===== src/rtl/arb_pkg.sv =====
// Shared types and helpers for the request arbiters: FSM state encoding,
// default sizing and a reference round-robin search.
package arb_pkg;

    localparam int ARB_N_REQ    = 4;
    localparam int ARB_MAX_HOLD = 8;

    // Widest arbiter supported by the helper function below
    localparam int MAX_REQ   = 16;
    localparam int REQ_IDX_W = 4;

    typedef enum logic {
        IDLE  = 1'b0,
        OWNED = 1'b1
    } arb_state_e;

    typedef struct packed {
        logic                 found;
        logic [REQ_IDX_W-1:0] idx;
    } rr_result_t;

    // First set bit of req at or after start (mod n), searching upward with wrap.
    function automatic rr_result_t rr_next(input logic [MAX_REQ-1:0]   req,
                                           input logic [REQ_IDX_W-1:0] start,
                                           input int                   n);
        rr_result_t r;
        int         k;
        r = '0;
        for (int i = MAX_REQ - 1; i >= 0; i--) begin
            k = (int'(start) + i) % n;
            if ((i < n) && req[k[REQ_IDX_W-1:0]]) begin
                r.found = 1'b1;
                r.idx   = k[REQ_IDX_W-1:0];
            end
        end
        return r;
    endfunction

endpackage


===== src/rtl/rr_pick.sv =====
// Combinational masked-priority finder: rotate the request vector so that
// start_i sits at bit 0, find the first set bit, then rotate the index back.
module rr_pick #(
    parameter int N  = 4,
    parameter int IW = $clog2(N)
) (
    input  logic [N-1:0]  req_i,
    input  logic [IW-1:0] start_i,
    output logic [IW-1:0] idx_o,
    output logic          found_o
);

    logic [N-1:0] rot;
    logic [IW-1:0] first;
    logic [IW:0]   sum;

    always_comb begin
        rot     = N'({req_i, req_i} >> start_i);
        found_o = |rot;
        first   = '0;
        for (int i = N - 1; i >= 0; i--) begin
            if (rot[i]) first = IW'(i);
        end
        sum = {1'b0, start_i} + {1'b0, first};
        if (sum >= (IW+1)'(N)) sum = sum - (IW+1)'(N);
        idx_o = sum[IW-1:0];
    end

endmodule


===== src/rtl/rr_req_arbiter.sv =====
// Round-robin arbiter with a registered one-hot grant and a bounded hold time;
// a holder that exceeds MAX_HOLD cycles is preempted when someone else waits.
module rr_req_arbiter
    import arb_pkg::*;
#(
    parameter int N_REQ    = ARB_N_REQ,
    parameter int MAX_HOLD = ARB_MAX_HOLD,
    localparam int CNT_W   = $clog2(MAX_HOLD + 1),
    localparam int IDX_W   = $clog2(N_REQ)
) (
    input  logic             clk,
    input  logic             rst,
    input  logic [N_REQ-1:0] req,
    output logic [N_REQ-1:0] gnt,
    output logic             busy,
    output logic [IDX_W-1:0] owner,
    output logic [CNT_W-1:0] hold_cnt,
    output logic             preempt
);

    arb_state_e       state_q;
    logic [N_REQ-1:0] gnt_q;
    logic [IDX_W-1:0] owner_q;
    logic [CNT_W-1:0] hold_q;
    logic             preempt_q;

    logic [N_REQ-1:0] cand_d;
    logic [IDX_W-1:0] start_d;
    logic [IDX_W-1:0] pick_idx;
    logic             pick_found;

    // Masking with the current grant excludes the owner from handoff searches;
    // in IDLE the grant is zero, so the old owner is simply reached last.
    always_comb begin
        cand_d  = req & ~gnt_q;
        start_d = (owner_q == IDX_W'(N_REQ - 1)) ? '0 : owner_q + 1'b1;
    end

    rr_pick #(
        .N  (N_REQ),
        .IW (IDX_W)
    ) u_pick (
        .req_i   (cand_d),
        .start_i (start_d),
        .idx_o   (pick_idx),
        .found_o (pick_found)
    );

    always_ff @(posedge clk or posedge rst) begin
        if (rst) begin
            state_q   <= IDLE;
            gnt_q     <= '0;
            owner_q   <= IDX_W'(N_REQ - 1);
            hold_q    <= '0;
            preempt_q <= 1'b0;
        end else begin
            preempt_q <= 1'b0;
            case (state_q)
                IDLE: begin
                    if (pick_found) begin
                        gnt_q   <= {{(N_REQ-1){1'b0}}, 1'b1} << pick_idx;
                        owner_q <= pick_idx;
                        hold_q  <= CNT_W'(1);
                        state_q <= OWNED;
                    end
                end
                OWNED: begin
                    // A drop takes precedence over a coincident timeout.
                    if (!req[owner_q]) begin
                        if (pick_found) begin
                            gnt_q   <= {{(N_REQ-1){1'b0}}, 1'b1} << pick_idx;
                            owner_q <= pick_idx;
                            hold_q  <= CNT_W'(1);
                        end else begin
                            gnt_q   <= '0;
                            hold_q  <= '0;
                            state_q <= IDLE;
                        end
                    end else if (hold_q == CNT_W'(MAX_HOLD)) begin
                        hold_q <= CNT_W'(1);
                        if (pick_found) begin
                            gnt_q     <= {{(N_REQ-1){1'b0}}, 1'b1} << pick_idx;
                            owner_q   <= pick_idx;
                            preempt_q <= 1'b1;
                        end
                    end else begin
                        hold_q <= hold_q + 1'b1;
                    end
                end
                default: state_q <= IDLE;
            endcase
        end
    end

    assign gnt      = gnt_q;
    assign busy     = |gnt_q;
    assign owner    = owner_q;
    assign hold_cnt = hold_q;
    assign preempt  = preempt_q;

endmodule


===== config.mk =====
export PLATFORM = sky130hd
export DESIGN_NAME = rr_req_arbiter
export DESIGN_NICKNAME = d
export VERILOG_FILES = /design/src/rtl/arb_pkg.sv /design/src/rtl/rr_pick.sv /design/src/rtl/rr_req_arbiter.sv
export SDC_FILE = /design/constraint.sdc
export NUM_CORES = 1
export LEC_CHECK = 0
export BUFFER_PORTS_ARGS = -buffer_cell sky130_fd_sc_hd__buf_2
export CORE_MARGIN = 3
export CORE_UTILIZATION = 25
export CTS_CLUSTER_DIAMETER = 120
export DETAILED_ROUTE_END_ITERATION = 8
export PLACE_DENSITY = 0.45
export SYNTH_ARGS = -nofsm -noshare
export SYNTH_HDL_FRONTEND = slang
export SYNTH_SLANG_ARGS = --single-unit

===== constraint.sdc =====
create_clock -name clk -period 3.5 [get_ports clk]
set_input_delay 0.35 -clock clk [delete_from_list [all_inputs] [get_ports clk]]
set_output_delay 0.35 -clock clk [all_outputs]
set_load 0.05 [all_outputs]

==> run_results.csv, run 1 <==
group,metric,value,unit
sta,rsz0062_at_grt,"no",
yosys,ys_seq_area_share,40.00,%
global_route,grt_pass1_vias,662,
placement,port_buffers,17,
finish,area_growth,21.16,%
floorplan,initial_utilization,26.76,%
routing,wire_per_inst,14.00,µm
sta,setup_viol,0,
yosys,async_reset_ff_share,100.0,%
routing,via_per_inst,5.230,
run_status,status,"completed",
sta,period_minus_slack,2529,ps
sta,fin_skew,6.766,ps
finish,seq_area,302.8,µm²
floorplan,core,0.002829,mm²
yosys,synth-edff-count,0,
clock_network,clock_sink_count,12,
critical_path,r2r_slack,970,ps
clock_network,cts.path.max_buffers,2,
placement,place.gp.congestion,0.7962,
global_route,antenna_found_initial,0,
critical_path,endpoint_kind,"register",
floorplan,rows,19,
yosys,post_synth_inst_count,74,
global_route,grt-ovfl-total,0,
critical_path,worst_setup_path_start_kind,"register",
clock_network,post_cts_resized,0,
sta,worstMarginPinSlew,481.6,ps
global_route,track_usage,11.21,%
sta,final-hold-violation-count,0,
critical_path,cp.arrival,2690,ps
flow_run,maxCapViolCount,0,
clock_network,postCtsSetupBuffers,0,
clock_network,clk_latency,270,ps
yosys,yosysWarnings,0,
finish,nNetsFinal,106,
global_route,grt_pass1_wl,3105,µm
global_route,grt_max_degree,13,
yosys,syn-num-nets,84,
clock_network,cts_buffers,3,
clock_network,clkSlewWorstSetupHoldPaths,80,ps
finish,final_cells,126,
clock_network,htree_levels,1,
yosys,syn_area_per_cell,10.23,µm²
clock_network,cts_root_buf,"clkbuf_4",
routing,vias,659,
placement,dp_cells,122,
finish,antenna_cells,0,
sta,report.final.slew_viol_count,0,
floorplan,dieArea,0.003724,mm²
routing,finalWirelength,1764,µm
floorplan,die_x,61.03,µm
routing,drtAntennaViolNets,0,
yosys,synth_top_cell_area_share,33.06,%
finish,drive_above_1_share,31.58,%
yosys,netlist_top_cells_area,"dfrtp_1, dfstp_2, a32o_1, ha_1, nand2b_1",
yosys,netlist.top_cell.by_area,"dfrtp_1",
critical_path,cp_max_fo,7,
finish,num-fill-cells,308,
sta,max_slew_margin,67.86,%
critical_path,crit_type,"reg2reg",
sta,fin_setup_tns,0,ps
critical_path,critical_path_required,3660,ps
finish,multi_input_area,442.9,µm²
yosys,synth_seq_cells,12,
sta,timing.final.crit_share,72.25,%
sta,fmaxAchievable,395.5,MHz
worst_hold_path,min_path_type,"in2async",
routing,drc,0,
yosys,syn_area,757.0,µm²
floorplan,die_h,61.03,µm
yosys,synthTopCellsByCount,"dfrtp_1, nand2_1, a32o_1, nand2b_1",
yosys,yosys_most_used_dff,"dfrtp_1",
yosys,synth_cell_type_count,31,
clock_network,tritoncts,"built",
floorplan,ios,18,
clock_network,holdBufCountCts,0,
yosys,yosysMostFrequentCell,"dfrtp_1",
routing,firstDrtPassIters,4,
placement,dp_hpwl,1404,µm
routing,first_iter_violations,33,
-- kinds of logic after synthesis --
kind of cell / count (synthesis) / synth area share, %
DFF: 12 / 40.00
and+or+nand+nor: 31 / 23.31
buffers and inverters: 3 / 1.487
muxes: 4 / 7.272
AOI/OAI and AO/OA: 20 / 21.32
adders and majority gates: 4 / 6.612
-- cell type report --
cell class,instances,area share (%)
Sequential cell,12,33.01
Tap cell,31,4.229
Multi-Input combinational cell,59,48.29
Inverter,3,1.228
Clock buffer,4,3.956
Timing Repair Buffer,17,9.277
-- worst max-delay path, cell delays in order, from the launching register on --
cell and delay, ps:
dfstp_2 410, ha_1 240, nor2_2 320, mux2_2 390, o21ai_1 130, a21o_1 120, o21ai_1 60, ha_1 220
a32o_1 270, a32o_1 260
-- flip-flops by register name, summed over array words and instances, names as in the netlist --
signal / count
gnt: 4
hold_cnt: 4
owner: 2
preempt: 1
state_q: 1
-- layout by cell type, fill, tap and decap left out, drive strengths merged --
cell / count
buf: 17
dfrtp: 10
nand2: 7
nand2b: 6
o21ai: 6
a32o: 5
nor2: 5
ha: 4
clkbuf: 4
nor3: 3
nor2b: 3
inv: 3
nand3: 2
o211ai: 2
a22o: 2
dfstp: 2
or4b: 2
mux2: 2
nand3b: 1
mux4: 1
and3: 1
a31oi: 1
a2bb2oi: 1
o31ai: 1
a32oi: 1
mux2i: 1
a21o: 1
or4: 1
-- per-layer routing --
| layer | wire length (µm) | vias up | share of wire [%] | global-route usage [%] |
|---|---|---|---|---|
| li1 | - | 323 | - | - |
| met5 | 0 | - | 0 | 0 |
| met3 | 59 | 5 | 3.3 | 1.887 |
| met1 | 895 | 315 | 51 | 15.45 |
| met4 | 34 | 0 | 1.9 | 4.644 |
| met2 | 775 | 16 | 44 | 17.37 |
-- worst paths after layout --
kind / start / cells past startpoint / to
worst max-delay path: owner[0] / 9 / gnt[1]
worst min-delay path: rst / 2 / hold_cnt[1]
worst max register to register: owner[0] / 9 / gnt[1]
worst min register to register: hold_cnt[2] / 1 / hold_cnt[2]
max in group asynchronous: rst / 2 / owner[0]
min in group clk: hold_cnt[2] / 1 / hold_cnt[2]
-- metrics by stage --
stage / instance area, µm² / util [%] / worst slack, ps / hold WS [ps]
final: 917.1 / 32.42 / 971.3 / 76.38
after global routing: 917.1 / 32.42 / 854.8 / 101.7
after CTS: 917.1 / 32.42 / 971.5 / 90.88
after detailed placement: 880.8 / 31.14 / 982.6 / 390.0
after global placement: 880.8 / 31.14 / 1036 / 391.3
after floorplan: 757.0 / - / 1006 / 213.3
Power of run 1 is not shown: default switching activity piles up to over one toggle a cycle in this logic, so the estimate is an artifact.
==> inputs of run 2 (changes only) <==
clock period = 2.45 ns   (was 3.5 ns; I/O delays follow)
==> run_results.csv, run 2 (synthesis gave the netlist of run 1 again) <==
group,metric,value,unit
run_status,status,"completed",
placement,dp_hpwl,1487,µm
critical_path,r2r_start,"owner[0]",
clock_network,cts.path.max_buffers,2,
routing,drtAntennaViolNets,0,
finish,antenna_cells,0,
critical_path,cpMostUsedCell,"o21ai_1",
clock_network,cts_root_buf,"clkbuf_4",
flow_run,maxCapViolCount,0,
floorplan,die_h,61.03,µm
floorplan,ios,18,
routing,wire_per_inst,13.95,µm
sta,fin_setup_tns,0,ps
floorplan,rows,19,
global_route,track_usage,10.89,%
sta,whs,521.4,ps
global_route,grt-ovfl-total,0,
sta,fmaxAchievable,426.8,MHz
sta,report.final.slew_viol_count,0,
critical_path,r2r_cells,10,
finish,area_growth,31.40,%
floorplan,die_x,61.03,µm
critical_path,crit_chain,"ha_4, or4b_4, o21ai_1, nand2_1, a21o_1, o21ai_1, ha_2, nor2b_1, a32o_2, a32o_1",
critical_path,cp.arrival,2500,ps
sta,max_slew_margin,66.97,%
sta,period_minus_slack,2343,ps
critical_path,cp_max_fo,4,
clock_network,clk_latency,270,ps
critical_path,worst_setup_path_start_kind,"register",
critical_path,endpoint_kind,"register",
clock_network,postCtsSetupBuffers,0,
sta,fin_skew,6.996,ps
worst_hold_path,min_path_type,"in2async",
global_route,antenna_found_initial,0,
routing,via_per_inst,5.206,
placement,port_buffers,17,
clock_network,clkSlewWorstSetupHoldPaths,80,ps
routing,drc,0,
sta,rsz0062_at_grt,"no",
sta,final-hold-violation-count,0,
routing,finalWirelength,1827,µm
critical_path,critical_path_required,2610,ps
critical_path,r2r_slack,110,ps
clock_network,tritoncts,"built",
critical_path,crit_type,"reg2reg",
clock_network,htree_levels,1,
floorplan,initial_utilization,26.76,%
floorplan,core,0.002829,mm²
finish,final_common_cell,"buf_2",
routing,firstDrtPassIters,4,
finish,num-fill-cells,293,
routing,vias,682,
critical_path,max_stage_delay,490,ps
sta,worstMarginPinSlew,491.3,ps
critical_path,critPathSlowestCell,"or4b_4",
sta,setup_viol,0,
sta,timing.final.crit_share,95.64,%
clock_network,clock_sink_count,12,
critical_path,reg2reg_to,"gnt[1]",
clock_network,cts_buffers,3,
finish,drive_above_1_share,40.00,%
routing,first_iter_violations,22,
global_route,grt_max_degree,13,
global_route,grt_pass1_vias,634,
global_route,grt_pass1_wl,2898,µm
placement,place.gp.congestion,0.8782,
floorplan,dieArea,0.003724,mm²
finish,mostFrequentLayoutCells,"buf_2, dfrtp_1, nand2_1, nand2b_1, o21ai_1",
finish,nNetsFinal,111,
[run 2: cell types whose count changed in the layout (fill, tap and decap cells not counted), sizes merged]
cell         delta
dlygate4sd3     +1
buf             +4
[run 2: worst max path at each step]
stage | startpoint | endpoint | slack (ps) | cells past startpoint
CTS | owner[0] | gnt[1] | 6 | 10
floorplan | owner[0] | gnt[1] | 3 | 10
global route | owner[0] | gnt[1] | 30 | 10
global placement | owner[0] | gnt[1] | 20 | 10
finish | owner[0] | gnt[1] | 110 | 10
detailed placement | owner[0] | gnt[1] | 9 | 9
[run 2: what timing repair did]
item / CTS / global route
resized for setup: 0 / 6
setup endpoints to repair: 0 / 4
hold buffers: 1 / 0
endpoints found under the hold margin: 10 / 0
[run 2: stage by stage]
step,instance area (µm²),utilization (%),setup slack [ps],instances
4_1_cts,979.7,34.63,5.788,131
6_report,994.7,35.16,106.9,131
3_5_place_dp,933.4,32.99,8.521,126
3_3_place_gp,933.4,32.99,17.90,126
2_1_floorplan,779.5,-,2.919,74
5_1_grt,994.7,35.16,29.46,131
[run 2: final cells by class]
class | count | area [µm²] | area share, %
flip-flops and latches | 12 | 306.5 | 30.82
inverters | 3 | 11.26 | 1.132
clock buffers | 4 | 36.28 | 3.648
multi-input cells | 59 | 473.0 | 47.55
well taps | 31 | 38.79 | 3.899
repair buffers | 22 | 128.9 | 12.96
[run 2: layer usage]
metal | up-vias | GRT usage, % | wire length [µm]
li1 | 336 | - | -
met1 | 320 | 13.73 | 869
met2 | 20 | 16.31 | 801
met3 | 6 | 2.516 | 90
met4 | 0 | 7.740 | 66
met5 | - | 0 | 0
[run 2: worst max-delay path: cells and delay by family (launching register included)]
family / cells / cell delay (ps)
AOI/OAI and AO/OA: 5 / 770
DFF: 1 / 480
adders and majority gates: 2 / 380
and+or+nand+nor: 3 / 620
Power of run 2 is left out for the same reason.
==> inputs of run 3 (changes only) <==
clock period = 2.27 ns   (was 2.45 ns; I/O delays follow)
==> run_results.csv, run 3 (synthesis gave the netlist of run 1 again) <==
group,metric,value,unit
run_status,status,"finished, violations left",
run_status,violations,"setup timing",
critical_path,cp.arrival,2540,ps
flow_run,maxCapViolCount,0,
routing,drc,0,
clock_network,tritoncts,"built",
placement,port_buffers,17,
clock_network,htree_levels,1,
clock_network,cts.path.max_buffers,2,
sta,fin_setup_tns,-347.4,ps
sta,period_minus_slack,2378,ps
clock_network,cts_root_buf,"clkbuf_4",
critical_path,r2r_start,"owner[0]",
routing,first_iter_violations,17,
placement,dp_hpwl,1578,µm
routing,vias,714,
critical_path,critPathTopFamily,"compound AO/OA/AOI/OAI gates",
routing,drtAntennaViolNets,0,
critical_path,cp-startpoint,"owner[0]",
sta,fmaxAchievable,420.6,MHz
floorplan,dieArea,0.003724,mm²
critical_path,worst_setup_path_start_kind,"register",
floorplan,die_x,61.03,µm
floorplan,rows,19,
global_route,grt_pass1_wl,3180,µm
critical_path,max_stage_delay,500,ps
sta,rsz0062_at_grt,"yes",
finish,area_growth,40.33,%
placement,place.gp.congestion,0.9480,
global_route,grt-ovfl-total,0,
critical_path,critPathBufInv,0,
finish,num-fill-cells,287,
clock_network,clock_sink_count,12,
finish,drive_above_1_share,45.87,%
global_route,grt_pass1_vias,702,
finish,mostFrequentLayoutCells,"buf_2, buf_4, dfrtp_1, nand2_1, nand2b_1",
critical_path,critical_path_required,2430,ps
clock_network,clk_latency,270,ps
critical_path,crit_chain,"ha_4, or4b_4, o21ai_2, o21ai_1, a21o_1, o21ai_1, ha_2, nor2b_1, a32o_2, a32o_1",
floorplan,initial_utilization,26.76,%
global_route,antenna_found_initial,0,
finish,final_common_cell,"buf_2",
floorplan,die_h,61.03,µm
sta,fin_skew,4.352,ps
clock_network,clkSlewWorstSetupHoldPaths,80,ps
routing,finalWirelength,1993,µm
routing,firstDrtPassIters,2,
critical_path,endpoint_kind,"register",
sta,report.final.slew_viol_count,0,
critical_path,critPathSlowestCell,"dfstp_4",
sta,setup_viol,5,
sta,max_slew_margin,67.21,%
floorplan,ios,18,
finish,nNetsFinal,120,
critical_path,crit_type,"reg2reg",
finish,final_cells,140,
critical_path,cp_max_fo,6,
routing,via_per_inst,5.100,
finish,antenna_cells,0,
global_route,track_usage,11.57,%
floorplan,core,0.002829,mm²
clock_network,cts_buffers,3,
sta,whs,501.3,ps
sta,worstMarginPinSlew,487.7,ps
worst_hold_path,min_path_type,"in2async",
sta,timing.final.crit_share,104.7,%
routing,wire_per_inst,14.24,µm
global_route,grt_max_degree,13,
critical_path,cpMostUsedCell,"o21ai_1",
sta,final-hold-violation-count,0,
placement,dp_cells,134,
sta,fin_ws,-107.6,ps
-- run 3: final timing paths --
kind / endpoint / slack [ps] / cells after the start
worst max-delay path: gnt[3] / -110 / 10
worst min-delay path: preempt / 500 / 3
worst max register to register: gnt[3] / -110 / 10
worst min register to register: hold_cnt[2] / 510 / 1
max in group asynchronous: owner[1] / 1410 / 3
min in group clk: hold_cnt[2] / 510 / 1
-- run 3: through the flow --
step	utilization [%]	setup WS (ps)	cell area, µm²
2_1_floorplan	-	-115.4	785.8
3_3_place_gp	35.34	-93.91	999.7
3_5_place_dp	35.34	-124.5	999.7
4_1_cts	37.37	-109.6	1057
5_1_grt	37.55	-183.2	1062
6_report	37.55	-107.6	1062
-- run 3: routing by layer --
metal,up-vias,share of wire [%],GRT usage (%)
li1,353,-,-
met1,346,49,14.84
met2,13,47,19.34
met3,2,3.4,1.887
met4,0,0.65,4.644
met5,-,0,0
-- run 3: final cells by class --
cell class / count / area (µm²) / area share, %
sequential: 12 / 306.5 / 28.86
clock buffer: 4 / 36.28 / 3.416
tap: 31 / 38.79 / 3.651
timing repair buffer: 31 / 192.7 / 18.14
inverter: 3 / 11.26 / 1.060
multi-input combinational: 59 / 476.7 / 44.88
-- run 3: timing repair --
action	4_1_cts	5_1_grt
pin swaps	4	3
endpoints found under the setup margin	5	6
hold buffers	1	0
gates resized for setup	1	2
hold endpoints to repair	10	0
setup buffers	1	0
-- run 3: worst min-delay path: stages --
cell,delay [ps]
dlygate4sd3_1,520
buf_2,110
inv_1,360
Power of run 3 is left out for the same reason.
